File: config.mk
export PLATFORM = sky130hd
export DESIGN_NAME = data_exec_stage_md
export DESIGN_NICKNAME = d
export VERILOG_FILES = /design/src/rtl/data_exec_stage_md.sv
export SDC_FILE = /design/constraint.sdc
export NUM_CORES = 2
export LEC_CHECK = 0
export CAP_MARGIN = 30
export CORE_ASPECT_RATIO = 1.5
export CORE_UTILIZATION = 58
export DETAILED_ROUTE_END_ITERATION = 10
export GPL_ROUTABILITY_DRIVEN = 0
export PLACE_DENSITY = 0.85
export SYNTH_ARGS = -nofsm -noshare
export SYNTH_HDL_FRONTEND = slang
export SYNTH_SLANG_ARGS = --single-unit
File: constraint.sdc
create_clock -name i_clk -period 11.62 [get_ports i_clk]
set_input_delay 2.905 -clock i_clk [delete_from_list [all_inputs] [get_ports i_clk]]
set_output_delay 2.905 -clock i_clk [all_outputs]
set_load 0.005 [all_outputs]
File: src/rtl/data_exec_stage_md.sv
// RV execute stage: forward/ALU-source muxes, ALU and target adder (combinational, zero latency), plus an
// iterative M unit (XLEN+2 cycles, 2 for div-by-zero/overflow); o_stall holds the pipe while an M-op is in flight.
module data_exec_stage_md #(
  parameter  int XLEN    = 32,
  parameter  int NUM_FWD = 3,
  localparam int FSW     = $clog2(NUM_FWD + 1)
) (
  input  logic                    i_clk,
  input  logic                    i_rst_n,
  input  logic                    i_valid,
  input  logic                    i_flush,
  input  logic [XLEN-1:0]         i_rd1,
  input  logic [XLEN-1:0]         i_rd2,
  input  logic [XLEN-1:0]         i_immext,
  input  logic [XLEN-1:0]         i_pc,
  input  logic [NUM_FWD*XLEN-1:0] i_fwd_data,
  input  logic [FSW-1:0]          i_fwd_sel_a,
  input  logic [FSW-1:0]          i_fwd_sel_b,
  input  logic [3:0]              i_alu_control,
  input  logic                    i_src_a,
  input  logic                    i_src_b,
  input  logic                    i_pc_adder_src,
  input  logic                    i_md_en,
  input  logic [2:0]              i_md_op,
  output logic [XLEN-1:0]         o_result,
  output logic [XLEN-1:0]         o_memory_data,
  output logic [3:0]              o_alu_flags,
  output logic [XLEN-1:0]         o_pc_adder_result,
  output logic                    o_stall,
  output logic                    o_md_busy
);
  localparam int CW = $clog2(XLEN + 1);
  localparam int SW = $clog2(XLEN);
  localparam logic [XLEN-1:0] MIN_VAL = {1'b1, {(XLEN-1){1'b0}}};

  localparam logic [3:0] ALU_ADD = 4'd0, ALU_SUB = 4'd1, ALU_AND = 4'd2, ALU_OR  = 4'd3,
                         ALU_XOR = 4'd4, ALU_SLT = 4'd5, ALU_SLTU = 4'd6, ALU_SLL = 4'd7,
                         ALU_SRL = 4'd8, ALU_SRA = 4'd9;

  typedef enum logic [1:0] {S_IDLE, S_BUSY, S_DONE} state_t;

  logic [XLEN-1:0] fwd_a, fwd_b, src_a, src_b, b_eff, sum, alu_res;
  logic            carry, ovf, is_sub;
  logic [SW-1:0]   shamt;

  // sel values above NUM_FWD fall back to the regfile
  always_comb begin
    fwd_a = i_rd1;
    fwd_b = i_rd2;
    for (int k = 1; k <= NUM_FWD; k++) begin
      if (i_fwd_sel_a == FSW'(k)) fwd_a = i_fwd_data[(k-1)*XLEN +: XLEN];
      if (i_fwd_sel_b == FSW'(k)) fwd_b = i_fwd_data[(k-1)*XLEN +: XLEN];
    end
  end

  assign src_a  = i_src_a ? i_pc : fwd_a;
  assign src_b  = i_src_b ? i_immext : fwd_b;
  assign is_sub = (i_alu_control == ALU_SUB) || (i_alu_control == ALU_SLT) ||
                  (i_alu_control == ALU_SLTU);
  assign b_eff  = is_sub ? ~src_b : src_b;
  assign {carry, sum} = {1'b0, src_a} + {1'b0, b_eff} + {{XLEN{1'b0}}, is_sub};
  assign ovf    = (src_a[XLEN-1] == b_eff[XLEN-1]) && (sum[XLEN-1] != src_a[XLEN-1]);
  assign shamt  = src_b[SW-1:0];

  always_comb begin
    case (i_alu_control)
      ALU_ADD, ALU_SUB: alu_res = sum;
      ALU_AND:          alu_res = src_a & src_b;
      ALU_OR:           alu_res = src_a | src_b;
      ALU_XOR:          alu_res = src_a ^ src_b;
      ALU_SLT:          alu_res = XLEN'(sum[XLEN-1] ^ ovf);
      ALU_SLTU:         alu_res = XLEN'(!carry);
      ALU_SLL:          alu_res = src_a << shamt;
      ALU_SRL:          alu_res = src_a >> shamt;
      ALU_SRA:          alu_res = $signed(src_a) >>> shamt;
      default:          alu_res = src_b;
    endcase
  end

  assign o_alu_flags       = {alu_res[XLEN-1], alu_res == '0, carry, ovf};
  assign o_memory_data     = fwd_b;
  assign o_pc_adder_result = (i_pc_adder_src ? fwd_a : i_pc) + i_immext;

  state_t          state_q;
  logic [CW-1:0]   cnt_q;
  logic [XLEN-1:0] m_q, hi_q, lo_q, md_res;
  logic [2:0]      op_q;
  logic            neg_q_q, neg_r_q;

  logic            accept, sgn_a, sgn_b, a_neg, b_neg, is_div, div_zero, div_ovf;
  logic [XLEN-1:0] a_mag, b_mag, mul_hi_d, mul_lo_d, div_hi_d, div_lo_d;
  logic [XLEN:0]   mul_sum, div_sh, div_diff;
  logic            div_ge;
  logic [2*XLEN-1:0] prod, prod_s;

  assign accept   = (state_q == S_IDLE) && i_valid && i_md_en && !i_flush;
  assign sgn_a    = (i_md_op != 3'b011) && (i_md_op != 3'b101) && (i_md_op != 3'b111);
  assign sgn_b    = sgn_a && (i_md_op != 3'b010);
  assign a_neg    = sgn_a && fwd_a[XLEN-1];
  assign b_neg    = sgn_b && fwd_b[XLEN-1];
  assign a_mag    = a_neg ? -fwd_a : fwd_a;
  assign b_mag    = b_neg ? -fwd_b : fwd_b;
  assign is_div   = i_md_op[2];
  assign div_zero = is_div && (fwd_b == '0);
  assign div_ovf  = is_div && !i_md_op[0] && (fwd_a == MIN_VAL) && (fwd_b == '1);

  // Multiply: lo_q holds the multiplier and shifts out as product bits shift in
  assign mul_sum  = {1'b0, hi_q} + (lo_q[0] ? {1'b0, m_q} : '0);
  assign mul_hi_d = mul_sum[XLEN:1];
  assign mul_lo_d = {mul_sum[0], lo_q[XLEN-1:1]};

  // Divide: restoring; hi_q is the partial remainder, lo_q dividend bits become quotient bits
  assign div_sh   = {hi_q, lo_q[XLEN-1]};
  assign div_diff = div_sh - {1'b0, m_q};
  assign div_ge   = !div_diff[XLEN];
  assign div_hi_d = div_ge ? div_diff[XLEN-1:0] : div_sh[XLEN-1:0];
  assign div_lo_d = {lo_q[XLEN-2:0], div_ge};

  assign prod   = {hi_q, lo_q};
  assign prod_s = neg_q_q ? -prod : prod;

  always_comb begin
    case (op_q)
      3'b000:         md_res = prod_s[XLEN-1:0];
      3'b100, 3'b101: md_res = neg_q_q ? -lo_q : lo_q;
      3'b110, 3'b111: md_res = neg_r_q ? -hi_q : hi_q;
      default:        md_res = prod_s[2*XLEN-1:XLEN];
    endcase
  end

  always_ff @(posedge i_clk or negedge i_rst_n) begin
    if (!i_rst_n) begin
      state_q <= S_IDLE;
      cnt_q   <= '0;
      m_q     <= '0;
      hi_q    <= '0;
      lo_q    <= '0;
      op_q    <= '0;
      neg_q_q <= 1'b0;
      neg_r_q <= 1'b0;
    end else begin
      case (state_q)
        S_IDLE: if (accept) begin
          op_q    <= i_md_op;
          cnt_q   <= CW'(XLEN);
          hi_q    <= '0;
          neg_q_q <= a_neg ^ b_neg;
          neg_r_q <= a_neg;
          if (div_zero) begin
            state_q <= S_DONE;
            lo_q    <= '1;
            hi_q    <= fwd_a;
            neg_q_q <= 1'b0;
            neg_r_q <= 1'b0;
          end else if (div_ovf) begin
            state_q <= S_DONE;
            lo_q    <= MIN_VAL;
            neg_q_q <= 1'b0;
            neg_r_q <= 1'b0;
          end else begin
            state_q <= S_BUSY;
            m_q     <= is_div ? b_mag : a_mag;
            lo_q    <= is_div ? a_mag : b_mag;
          end
        end
        S_BUSY: if (i_flush) begin
          state_q <= S_IDLE;
        end else begin
          hi_q  <= op_q[2] ? div_hi_d : mul_hi_d;
          lo_q  <= op_q[2] ? div_lo_d : mul_lo_d;
          cnt_q <= cnt_q - CW'(1);
          if (cnt_q == CW'(1)) state_q <= S_DONE;
        end
        default: state_q <= S_IDLE;
      endcase
    end
  end

  assign o_stall   = i_rst_n && !i_flush && (accept || (state_q == S_BUSY));
  assign o_md_busy = (state_q == S_BUSY);
  assign o_result  = (state_q == S_DONE) ? md_res : alu_res;
endmodule

==> impl_table.tex, run 1 <==
\begin{tabular}{lr}
\hline
Metric & Value \\
\hline
\multicolumn{2}{l}{\textbf{Yosys}} \\
\quad Post-Syn Area per Cell & 7.34 µm² \\
\quad Post-synth EDFFs & 0 \\
\quad Async S/R FF share, synth & 100\% \\
\quad Flip-flop and latch count after synthesis & 109 \\
\quad Synth Instances & 3502 \\
\quad Top cells by count, synth & nand2\_1 (358), nor2\_1 (310), a21oi\_1 (297) \\
\quad Proportion of netlist area held by the largest area contributor & 10.6\% \\
\quad Number of warnings issued by yosys & 0 \\
\quad Netlist Area Pre-Place & 25700 µm² \\
\quad Proportion of synthesized chip area in sequential cells & 10.6\% \\
\quad Number of nets in the synthesized netlist & 3948 \\
\quad Top-count cell post-synth & nand2\_1 \\
\quad Dominant synthesized flop cell & dfrtp\_1 \\
\quad Top post-synthesis cells by area & dfrtp\_1 (11\%), ha\_1 (9.7\%), mux2i\_1 (6.3\%) \\
\quad Yosys cell types & 112 \\
\quad Dominant cell type by area after synthesis & dfrtp\_1 \\
\multicolumn{2}{l}{\textbf{Clock tree}} \\
\quad Post-CTS repair timing setup buffer count & 0 \\
\quad Clock net sink count & 109 \\
\quad CTS H-tree depth & 3 \\
\quad Clk Tree Root Cell & clkbuf\_16 \\
\quad Number of buffers inserted by hold repair at cts & 0 \\
\quad Buffers from clock root to sink, at most & 2 \\
\quad Cts bufs inserted & 9 \\
\quad Cts repair resizes & 0 \\
\multicolumn{2}{l}{\textbf{Global route}} \\
\quad Total overflow reported by the global router & 118 \\
\quad Vias in the first global route & 33700 \\
\quad Largest net degree at the start of global routing & 73 \\
\quad Wire length of the first global-routing pass & 223000 µm \\
\quad Overall Global Routing Usage & 66.2\% \\
\multicolumn{2}{l}{\textbf{Floorplanning}} \\
\quad Site Rows & 94 \\
\quad Boundary Pins & 345 \\
\quad Initial core utilization & 58.8\% \\
\quad Floorplan die width & 174 µm \\
\quad Die span in y & 260 µm \\
\multicolumn{2}{l}{\textbf{Status}} \\
\quad Result of the run & aborted with a tool error \\
\quad First error & [ERROR GRT-0116] Global routing finished with congestion. Check the congestion regions in the DRC Viewer. \\
\quad Last stage & global routing \\
\multicolumn{2}{l}{\textbf{Placement}} \\
\quad Detailed-placement wirelength estimate & 103000 µm \\
\quad Port Buffer Count & 344 \\
\hline
\end{tabular}
==> cells by family after synthesis <==
logic type | share of synthesized area, %
fa+ha+maj | 10.0
flops | 10.6
simple gates | 19.8
buf+inv | 6.37
mux | 15.1
xor+xnor | 9.20
compound gates | 29.0
==> metrics by stage <==
| step | setup slack, ns | std cells | instance area [µm²] | hold slack, ns |
|---|---|---|---|---|
| after floorplan | 0.918 | 3502 | 25700 | 0.450 |
| after detailed placement | 0.351 | 4302 | 29900 | 0.470 |
| after global placement | 0.367 | 4300 | 29800 | 0.461 |
| after CTS | 0.344 | 4318 | 30200 | 0.487 |
==> per-layer routing <==
layer	track usage, %	GRT overflow
met5	12.9	1
met2	87.5	71
met3	47.3	0
met4	66.8	46
met1	64.7	0
==> run 2, diff against run 1 <==
- CORE_ASPECT_RATIO: 1.5 -> unset
- CORE_UTILIZATION: 58 -> 40
- PLACE_DENSITY: 0.85 -> unset
- PLACE_DENSITY_LB_ADDON: unset -> 0.15
==> impl_table.tex, run 2 <==
\begin{tabular}{lr}
\hline
Metric & Value \\
\hline
\multicolumn{2}{l}{\textbf{Route}} \\
\quad Mean routed wirelength per cell & 29.3 µm \\
\quad Detailed-router iteration count before antenna repair & 10 \\
\quad Drt first-iter violations & 5154 \\
\quad Wire length after detailed routing & 134000 µm \\
\quad Vias per inst & 6.72 \\
\quad Antenna Nets Post-Route & 0 \\
\quad Number of vias in the routed layout & 30800 \\
\quad Remaining DRCs & 0 \\
\multicolumn{2}{l}{\textbf{Global route}} \\
\quad Overall Global Routing Usage & 39.3\% \\
\quad Vias in the first global route & 28400 \\
\quad Largest net degree at the start of global routing & 71 \\
\quad Total overflow reported by the global router & 0 \\
\quad Initial antenna violation count & 3 \\
\quad Wire length of the first global-routing pass & 194000 µm \\
\multicolumn{2}{l}{\textbf{Power and ir drop}} \\
\quad Clock network fraction of total power & 6.6\% \\
\quad Cell area power density & 162 nW/µm² \\
\quad Switching pwr & 2.73 mW \\
\quad Largest voltage drop on the vdd net & 0.0896 mV \\
\quad Cell leakage power & 12.4 nW \\
\quad Internal Pwr Total & 2.21 mW \\
\quad Comb pwr share & 75.9\% \\
\quad Sequential cell fraction of total power & 17.4\% \\
\quad Switching power as a share of total power & 55.3\% \\
\multicolumn{2}{l}{\textbf{Clock tree}} \\
\quad CTS H-tree depth & 3 (unchanged) \\
\quad CTS clock-pin slew for the worst setup and hold paths & 0.07 ns \\
\quad Clock Latency Late Sink & 0.38 ns \\
\quad Post-CTS repair timing setup buffer count & 0 (unchanged) \\
\quad Clk Tree Root Cell & clkbuf\_16 \\
\quad Clock net sink count & 109 (unchanged) \\
\quad CTS tree & done \\
\quad Cts bufs inserted & 9 (unchanged) \\
\quad Buffers from clock root to sink, at most & 2 (unchanged) \\
\multicolumn{2}{l}{\textbf{Placement}} \\
\quad Detailed-placement wirelength estimate & 106000 µm (+3.1\%) \\
\quad Port Buffer Count & 344 (unchanged) \\
\multicolumn{2}{l}{\textbf{Layout}} \\
\quad Most frequent cells in the layout & nand2\_1 (358), clkdlybuf4s50\_1 (336), nor2\_1 (307), a21oi\_1 (297), o21ai\_0 (278) \\
\quad Number of inserted filler cells in the final layout & 6463 \\
\quad Layout cells sized above 1 & 9.58\% \\
\quad Largest registers & hi\_q: 32 flops, lo\_q: 32 flops, m\_q: 32 flops \\
\quad Nets & 4180 \\
\quad Share of the core filled with cells & 48.2\% \\
\quad Most common cell after layout, fill and taps aside & nand2\_1 \\
\quad Layout overhead on the synthesized area & 18.6\% \\
\multicolumn{2}{l}{\textbf{Floorplanning}} \\
\quad Die area & 65300 µm² \\
\quad Site Rows & 92 (-2.1\%) \\
\quad Initial core utilization & 40.6\% (-18 points) \\
\quad Floorplan die width & 256 µm (+47\%) \\
\quad Die span in y & 256 µm (-1.7\%) \\
\quad Std-Cell Core Area & 63300 µm² \\
\quad Boundary Pins & 345 (unchanged) \\
\multicolumn{2}{l}{\textbf{Setup path}} \\
\quad Sequence of cells on the critical path & clkdlybuf4s50\_1 > buf\_12 > mux4\_2 > mux2\_2 > ha\_1 > a21o\_1 > a21oi\_1 > a21boi\_0 > a31oi\_1 > a221o\_1 > a311oi\_1 > o21ai\_1 > and3\_1 > a2111oi\_1 > nor4\_1 > nand4\_1 > nor2\_1 > clkdlybuf4s50\_1 \\
\quad Gate family responsible for the most delay along the worst path & compound AO/OA/AOI/OAI gates \\
\quad FF-to-FF End & hi\_q[16] \\
\quad Total buffers and inverters traversed by the critical path & 3 \\
\quad Launching point of the worst reg2reg path & hi\_q[0] \\
\quad End point of the critical path & o\_alu\_flags[2] \\
\quad Dominant cell type by count on the critical path & clkdlybuf4s50\_1 \\
\quad Data required time at the worst endpoint & 8.72 ns \\
\quad Start point of the critical path & i\_fwd\_sel\_a[1] \\
\quad Type of the worst setup path & primary input to primary output \\
\quad R2r worst-path depth & 15 \\
\quad Critical path capture point type & primary output \\
\quad Maximum fanout along the worst path & 32 \\
\quad Slowest stage cell on the critical path & a2111oi\_1 \\
\quad Critical path depth & 18 \\
\quad Critical path's largest stage delay & 0.63 ns \\
\quad Launching element type of the critical path & primary input \\
\quad Arrival time at the worst endpoint & 8.51 ns \\
\quad Reg-to-reg setup timing slack & 6.85 ns \\
\multicolumn{2}{l}{\textbf{Timing}} \\
\quad Final Setup Violations & 0 \\
\quad Upper clock frequency limit & 0.0876 GHz \\
\quad Number of endpoints with negative hold slack in the final report & 0 \\
\quad Transition at the pin with the smallest max-transition slack & 1.06 ns \\
\quad Worst Clk Skew & 0.0198 ns \\
\quad Final Slew Violations & 0 \\
\quad Tmin final & 11.42 ns \\
\quad Final worst-path cycle share & 98.3\% \\
\quad Worst-case hold slack & 0.487 ns \\
\quad Worst slew margin & 27.2\% \\
\quad Total negative slack & 0 ns \\
\quad Setup repair after global routing missed its margin & no \\
\multicolumn{2}{l}{\textbf{Run}} \\
\quad Number of max-cap violations & 0 \\
\multicolumn{2}{l}{\textbf{Yosys}} \\
\quad Top cells by count, synth & nand2\_1 (358), nor2\_1 (310), a21oi\_1 (297) \\
\quad Yosys cell types & 112 (unchanged) \\
\quad Async S/R FF share, synth & 100\% (unchanged) \\
\quad Netlist Area Pre-Place & 25700 µm² (unchanged) \\
\quad Post-synth EDFFs & 0 (unchanged) \\
\quad Number of nets in the synthesized netlist & 3948 (unchanged) \\
\quad Top post-synthesis cells by area & dfrtp\_1 (11\%), ha\_1 (9.7\%), mux2i\_1 (6.3\%) \\
\quad Number of warnings issued by yosys & 0 (unchanged) \\
\quad Dominant synthesized flop cell & dfrtp\_1 \\
\quad Proportion of synthesized chip area in sequential cells & 10.6\% (unchanged) \\
\quad Proportion of netlist area held by the largest area contributor & 10.6\% (unchanged) \\
\quad Dominant cell type by area after synthesis & dfrtp\_1 \\
\quad Synth Instances & 3502 (unchanged) \\
\quad Top-count cell post-synth & nand2\_1 \\
\quad Post-Syn Area per Cell & 7.34 µm² (unchanged) \\
\quad Flip-flop and latch count after synthesis & 109 (unchanged) \\
\multicolumn{2}{l}{\textbf{Min path}} \\
\quad Class of the tightest hold or removal check & register to register \\
\multicolumn{2}{l}{\textbf{Status}} \\
\quad Result of the run & finished clean \\
\hline
\end{tabular}
==> run 2: cell counts after synthesis <==
No cell type changed its count.
==> run 2: kinds of logic (layout without fill, tap and decap cells) <==
group | Yosys count | count (layout) | synth area share, %
fa+ha+maj | 203 | 203 | 10.0
mux | 296 | 296 | 15.1
flops | 109 | 109 | 10.6
other cells | 0 | 3 | 0
compound gates | 1151 | 1151 | 29.0
buf+inv | 391 | 627 | 6.37
xor+xnor | 270 | 270 | 9.20
simple gates | 1082 | 1082 | 19.8
==> run 2: worst min path at each step <==
stage | start | endpoint | slack [ns] | depth (start not counted)
after global placement | m_q[23] | m_q[23] | 0.46 | 1
after CTS | m_q[23] | m_q[23] | 0.49 | 1
final | m_q[12] | m_q[12] | 0.49 | 2
after floorplan | m_q[23] | m_q[23] | 0.45 | 1
after detailed placement | m_q[23] | m_q[23] | 0.47 | 1
after global routing | m_q[12] | m_q[12] | 0.49 | 2
==> run 2: what timing repair did <==
action | CTS | global route
endpoints found under the setup margin | 0 | 1
resized for setup | 0 | 1
hold buffers | 0 | 0
hold endpoints to repair | 0 | 0
==> run 2: cell type report <==
cell class | instances | area (µm²) | share of cell area, %
timing repair buffer | 471 | 4440 | 14.6
multi-input combinational | 3002 | 21400 | 70.3
antenna | 3 | 7.51 | 0.0246
inverter | 141 | 537 | 1.76
clock buffer | 11 | 233 | 0.763
tap | 846 | 1060 | 3.47
clock inverter | 4 | 50.0 | 0.164
sequential | 109 | 2730 | 8.95
==> run 2: metrics by stage <==
step	cell area (µm²)	setup WS, ns	instances	power (mW)
2_1_floorplan	25700	0.918	3502	3.20
3_3_place_gp	30200	0.397	4567	4.45
3_5_place_dp	30200	0.341	4569	4.45
4_1_cts	30500	0.336	4584	4.79
5_1_grt	30500	0.00966	4585	5.21
6_report	30500	0.201	4587	4.93
==> run 2: power by group through the flow <==
stage               registers (mW)  clock network, mW  logic (mW)
floorplan                    0.637                  0        2.56
global placement             0.855                  0        3.59
detailed placement           0.853                  0        3.60
CTS                          0.846              0.326        3.62
global route                 0.864              0.339        4.01
finish                       0.861              0.326        3.75
==> run 2: worst min-delay path, stage by stage, from the launching register on <==
cell and delay, ns:
dfrtp_1 0.35, nand2_1 0.05, o21ai_0 0.06
==> run 2: metal layers <==
layer	track usage (%)	vias to the layer above	routed length, µm
met1	51.2	14400	52500
met2	59.2	2340	56500
met4	22.5	2	9250
li1	-	13500	-
met3	9.47	509	16100
met5	0	-	14
No activity file was read; power rests on OpenSTA's default activity.
